**src/rtl/oam_dma_controller_pkg.sv**
```systemverilog
// Shared types and constants for the OAM DMA controller.
// Optional build macro OAM_DMA_START_DELAY_EN (used by the top) inserts a
// dead START cycle before the first source read of every transfer.
package oam_dma_controller_pkg;

  typedef enum logic [2:0] {
    IDLE,
    START,
    READ,
    LATCH,
    WRITE
  } dma_state_t;

  localparam logic [15:0] OAM_BASE_ADDR     = 16'hFE00;
  localparam logic [15:0] DMA_REG_ADDR      = 16'hFF46;
  localparam logic [7:0]  ECHO_REMAP_OFFSET = 8'h20;
  localparam logic [7:0]  CPU_BLOCKED_RDATA = 8'hFF;
  localparam logic [7:0]  ECHO_PAGE_FIRST   = 8'hE0;

  // Pages in echo RAM (E0..FF) alias work RAM 0x20 pages lower.
  function automatic logic [7:0] remap_page(input logic [7:0] page);
    return (page >= ECHO_PAGE_FIRST) ? (page - ECHO_REMAP_OFFSET) : page;
  endfunction

endpackage

```
**src/rtl/oam_dma_controller_cpu_gate.sv**
```systemverilog
// dma_cpu_gate: combinational CPU access gate used while OAM DMA owns the
// memory port. Only the IO/high-RAM page (the page holding the DMA register)
// stays reachable; everything else reads as 0xFF and writes are dropped.
// Allowed accesses are not forwarded to memory either: the port belongs to
// the DMA, and the surrounding integration routes those to the IO port.
module dma_cpu_gate
  import oam_dma_controller_pkg::*;
(
  input  logic        active,
  input  logic [15:0] cpu_address,
  input  logic        cpu_OE,
  input  logic        cpu_WE,
  input  logic [7:0]  mem_rdata,
  output logic        oe_gated,
  output logic        we_gated,
  output logic [7:0]  cpu_rdata
);

  logic allowed;
  logic blocked;

  // Region decode and masking of CPU enables / read data during a transfer.
  always_comb begin
    allowed   = (cpu_address[15:8] == DMA_REG_ADDR[15:8]);
    blocked   = active && !allowed;
    oe_gated  = cpu_OE && !active;
    we_gated  = cpu_WE && !active;
    cpu_rdata = blocked ? CPU_BLOCKED_RDATA : mem_rdata;
  end

endmodule

```
**src/rtl/oam_dma_controller.sv**
```systemverilog
// oam_dma_controller: sequences the OAM DMA copy triggered by a write to
// 0xFF46 and arbitrates the single memory port between CPU and DMA.
// Each byte takes READ (address out), LATCH (capture data), WRITE (to OAM).
// Build macro OAM_DMA_START_DELAY_EN adds one START dead cycle on entry.
module oam_dma_controller
  import oam_dma_controller_pkg::*;
#(
  parameter int          OAM_LEN  = 160,
  parameter logic [15:0] OAM_BASE = OAM_BASE_ADDR
) (
  input  logic        clk,
  input  logic        rst,
  input  logic        dma_start,
  input  logic [7:0]  dma_page,
  input  logic [15:0] cpu_address,
  input  logic        cpu_OE,
  input  logic        cpu_WE,
  input  logic [7:0]  cpu_wdata,
  output logic [7:0]  cpu_rdata,
  output logic [15:0] mem_address,
  output logic        mem_OE,
  output logic        mem_WE,
  output logic [7:0]  mem_wdata,
  input  logic [7:0]  mem_rdata,
  output logic        dma_active,
  output logic        dma_done
);

  localparam logic [7:0] LAST_IDX = 8'(OAM_LEN - 1);

`ifdef OAM_DMA_START_DELAY_EN
  localparam dma_state_t ENTRY_STATE = START;
`else
  localparam dma_state_t ENTRY_STATE = READ;
`endif

  dma_state_t  state;
  logic [7:0]  idx;
  logic [7:0]  page_q;
  logic [7:0]  byte_q;
  logic        oe_gated;
  logic        we_gated;

  dma_cpu_gate u_gate (
    .active      (dma_active),
    .cpu_address (cpu_address),
    .cpu_OE      (cpu_OE),
    .cpu_WE      (cpu_WE),
    .mem_rdata   (mem_rdata),
    .oe_gated    (oe_gated),
    .we_gated    (we_gated),
    .cpu_rdata   (cpu_rdata)
  );

  // Transfer FSM; a start pulse in any state (re)starts from byte 0 and
  // suppresses the done pulse of whatever transfer it interrupts.
  always_ff @(posedge clk or posedge rst) begin
    if (rst) begin
      state      <= IDLE;
      idx        <= 8'd0;
      page_q     <= 8'd0;
      byte_q     <= 8'd0;
      dma_active <= 1'b0;
      dma_done   <= 1'b0;
    end else begin
      dma_done <= 1'b0;
      if (dma_start) begin
        page_q     <= remap_page(dma_page);
        idx        <= 8'd0;
        state      <= ENTRY_STATE;
        dma_active <= 1'b1;
      end else begin
        case (state)
          IDLE:  state <= IDLE;
          START: state <= READ;
          READ:  state <= LATCH;
          LATCH: begin
            byte_q <= mem_rdata;
            state  <= WRITE;
          end
          WRITE: begin
            if (idx == LAST_IDX) begin
              idx        <= 8'd0;
              state      <= IDLE;
              dma_active <= 1'b0;
              dma_done   <= 1'b1;
            end else begin
              idx   <= idx + 8'd1;
              state <= READ;
            end
          end
          default: begin
            state      <= IDLE;
            dma_active <= 1'b0;
          end
        endcase
      end
    end
  end

  // Memory port mux: CPU pass-through unless the DMA is driving a byte.
  always_comb begin
    mem_address = cpu_address;
    mem_OE      = oe_gated;
    mem_WE      = we_gated;
    mem_wdata   = cpu_wdata;
    case (state)
      READ, LATCH: begin
        mem_address = {page_q, idx};
        mem_OE      = 1'b1;
        mem_WE      = 1'b0;
        mem_wdata   = byte_q;
      end
      WRITE: begin
        mem_address = OAM_BASE + {8'h00, idx};
        mem_OE      = 1'b0;
        mem_WE      = 1'b1;
        mem_wdata   = byte_q;
      end
      default: ;
    endcase
  end

endmodule

```
**config.mk**
```make
export PLATFORM = sky130hd
export DESIGN_NAME = oam_dma_controller
export DESIGN_NICKNAME = d
export VERILOG_FILES = /design/src/rtl/oam_dma_controller_pkg.sv /design/src/rtl/oam_dma_controller_cpu_gate.sv /design/src/rtl/oam_dma_controller.sv
export SDC_FILE = /design/constraint.sdc
export NUM_CORES = 1
export LEC_CHECK = 0
export ABC_AREA = 1
export ABC_CLOCK_PERIOD_IN_PS = 1550
export CAP_MARGIN = 30
export CORE_ASPECT_RATIO = 0.75
export CORE_MARGIN = 4
export CORE_UTILIZATION = 43
export DETAILED_ROUTE_END_ITERATION = 7
export HOLD_SLACK_MARGIN = 0.1
export PLACE_DENSITY_LB_ADDON = 0.15
export RECOVER_POWER = 100
export SYNTH_ARGS = -nofsm -noshare
export SYNTH_HDL_FRONTEND = slang
export SYNTH_SLANG_ARGS = --single-unit
```
**constraint.sdc**
```tcl
create_clock -name clk -period 1.55 [get_ports clk]
set_input_delay 0.155 -clock clk [delete_from_list [all_inputs] [get_ports clk]]
set_output_delay 0.155 -clock clk [all_outputs]
set_load 0.05 [all_outputs]
```
==> results of run 1 <==
-- registers in the layout, summed over array words and instances (netlist names) --
name / flops
state: 3
idx: 8
page_q: 8
byte_q: 8
dma_done: 1
dma_active: 1
-- logic make-up after synthesis --
logic type               Yosys count
AO/OA/AOI/OAI                     37
XOR/XNOR                           1
adder cells (fa/ha/maj)            2
AND/OR/NAND/NOR                  140
flip-flops                        29
buffers and inverters             42
-- timing repair --
action,CTS,global route
gates resized for setup,20,13
buffers inserted,3,2
gates cloned,0,1
pin swaps,2,7
setup endpoints to repair,26,36
-- synth_stat cells --
cell | instances | area (µm²)
nand2_2 | 15 | 93.8
o21ai_0 | 10 | 50.1
nor3_1 | 1 | 5.00
o21ai_2 | 6 | 52.6
o21ai_1 | 11 | 55.1
nand2_1 | 81 | 304
inv_6 | 1 | 8.76
o211ai_1 | 2 | 15.0
inv_1 | 30 | 113
nand2_8 | 1 | 20.0
inv_2 | 4 | 15.0
nand3_1 | 8 | 40.0
a221oi_1 | 1 | 8.76
dfrtp_1 | 29 | 726
buf_8 | 1 | 15.0
buf_4 | 1 | 7.51
nor2_2 | 2 | 12.5
nor2_1 | 17 | 63.8
nand2_4 | 10 | 113
buf_12 | 1 | 20.0
a31oi_1 | 1 | 6.26
ha_1 | 2 | 25.0
nor2_4 | 2 | 22.5
nand3_4 | 1 | 17.5
inv_4 | 1 | 6.26
a311oi_1 | 1 | 8.76
a21oi_1 | 5 | 25.0
nand4_1 | 2 | 12.5
xor2_1 | 1 | 8.76
buf_2 | 2 | 10.0
clkbuf_1 | 1 | 3.75
-- layer usage --
| layer | GRT usage (%) | vias to the layer above |
|---|---|---|
| met3 | 7.39 | 9 |
| met5 | 0 | - |
| met1 | 27.2 | 903 |
| met2 | 33.8 | 82 |
| met4 | 4.15 | 0 |
| li1 | - | 972 |
-- metrics by stage --
| stage | util (%) | cells | hold slack [ns] | TNS [ns] | setup slack (ns) |
|---|---|---|---|---|---|
| 2_1_floorplan | - | 251 | 0.233 | -1.48 | -0.267 |
| 3_3_place_gp | 73.8 | 390 | 0.472 | 0 | 0.0617 |
| 3_5_place_dp | 73.8 | 390 | 0.480 | 0 | 0.0361 |
| 4_1_cts | 78.8 | 401 | 0.307 | -2.39 | -0.132 |
| 5_1_grt | 79.9 | 403 | 0.459 | -6.34 | -0.227 |
| 6_report | 79.9 | 403 | 0.437 | -3.06 | -0.153 |
-- worst paths after layout --
path | startpoint | end | slack (ns) | depth (start not counted)
setup reg to reg | state[1] | byte_q[0] | 0.01 | 7
min in group asynchronous | rst | byte_q[2] | 0.54 | 3
max in group asynchronous | rst | page_q[2] | 0.54 | 3
hold / removal | mem_rdata[5] | byte_q[5] | 0.44 | 3
hold reg to reg | byte_q[7] | byte_q[7] | 0.50 | 2
setup / recovery | state[1] | mem_wdata[5] | -0.15 | 7
-- critical path, cell delays in order, from the launching register on --
cell	delay, ns
dfrtp_1	0.43
nor2_2	0.14
nand2_2	0.11
nand2_8	0.15
clkbuf_16	0.17
nand2_1	0.06
nand2_2	0.07
buf_12	0.13
-- cell type report --
cell class / count / area (µm²)
Multi-Input combinational cell: 180 / 1050
Clock buffer: 7 / 86.3
Timing Repair Buffer: 95 / 1180
Tap cell: 55 / 68.8
Clock inverter: 1 / 30.0
Sequential cell: 29 / 726
Inverter: 36 / 154
Fill cell: 290 / 830
-- where the power goes --
group / leakage [nW] / switching [mW] / internal [mW] / total (mW)
logic: 1.21 / 1.85 / 1.46 / 3.31
registers: 0.367 / 0.0938 / 0.894 / 0.988
clock network: 0.0585 / 0.296 / 0.523 / 0.820
-- placed cells by master, fill, tap and decap left out, types with 3 or more instances in the layout --
cell type	netlist	layout
inv_2	4	5
clkdlybuf4s50_1	0	40
nand2_4	10	13
nor2_4	2	3
a21oi_2	0	4
dfrtp_1	29	29
buf_12	1	25
clkbuf_1	1	4
o21ai_4	0	5
nand2_1	81	73
buf_4	1	16
inv_1	30	29
o21ai_1	11	11
o21ai_0	10	9
nand3_1	8	7
buf_6	0	3
nand2_2	15	20
nor2_1	17	17
clkbuf_8	0	6
==> reports/qor.txt, run 1 <==
Power Density: 1550 mW/mm²
WL met2: 2720 µm
Crit. End Element: primary output
DIE AREA: 0.00552 mm²
Post-Synth Adder-Cell Area: 1.33%
total track usage: 20.8%
Synthesized Nets: 298
Post-Syn Area per Cell: 7.51 µm²
Area after DPL: 0.00305 mm²
Yosys cell types: 31
Num CTS Buffers: 5
RSZ-0062 raised after global routing: true
Detail Route Antenna Nets: 0
WL/cell: 14.2 µm
leakage power: 1.63 nW
total clock sinks: 29
Design Area, Final: 0.00330 mm²
ANT cells: 0
Rel. slew slack: 46.7%
highest routed metal layer: met4
vias in the first global route: 1893
worst vdd rail ir drop: 1.06 mV
final hold violations: 0
first-pass GRT wire length: 9110 µm
IO Pins: 81
post-synthesis compound-gate area fraction: 11.8%
minimum clock period: 1.70 ns
worst-margin pin slew: 0.799 ns
via count: 1966
worst path required time: 1.39 ns
Worst-Skew Late Latency: 0.29 ns
Final period util: 110%
Row Count: 20
kind of critical path: reg -> out
WL final: 5730 µm
Arrival @ worst endpoint: 1.55 ns
DP Wirelength: 3980 µm
drt via density: 4.88
Post-route DRC: 0
Slew Viols, Final: 0
total grt overflow: 0
WL met1: 2400 µm
YS warnings: 0
clk_skew: 0.0100 ns
mux cell area share after synthesis: 0%
failing checks: setup timing
antenna violations before repair: 0
Finish-stage setup viols: 26
core area: 0.00413 mm²
DRT iter0 DRCs: 174
Met3 Routed Length: 513 µm
final worst setup slack: -0.153 ns
total power: 5.12 mW
outcome: finished, violations left
hold buffers post-CTS: 0
Hold/Removal Path Class: in -> reg
Syn-to-layout area delta: 75.1%
share of post-route cells with drive strength above 1: 32.5%
gpl congestion: 0.898
Die Height: 65.3 µm
H-tree Lvls: 2
initial core utilization: 45.6%
CTS max path bufs: 2
Worst setup SP type: flop
Root Buffer: clkbuf_8
CTS tree: yes
Crit Path Max Fanout: 7
Mapped Area: 0.00188 mm²
nets: 394
post-synthesis sequential area ratio: 38.5%
Cells after Synth: 251
clk slew on worst S/H paths: 0.07 ns
Die X: 84.4 µm
main combinational cell family by area after synthesis: simple AND/OR/NAND/NOR gates
Synth Area in XOR/XNOR: 0.465%
Post-Synth Simple-Gate Area: 37.4%
Fmax: 0.587 GHz
I/O Buffers: 80
Yosys reg bits: 29
drt pass-1 iters: 4
largest net degree at the start of global routing: 30
max cap viols: 0
(Power assumes the default switching activity.)
==> run 2: changes to the inputs <==
- CTS_CLUSTER_SIZE: unset -> 14
==> results of run 2 <==
No change in the layout: final DEF, timing and power equal those of run 1.
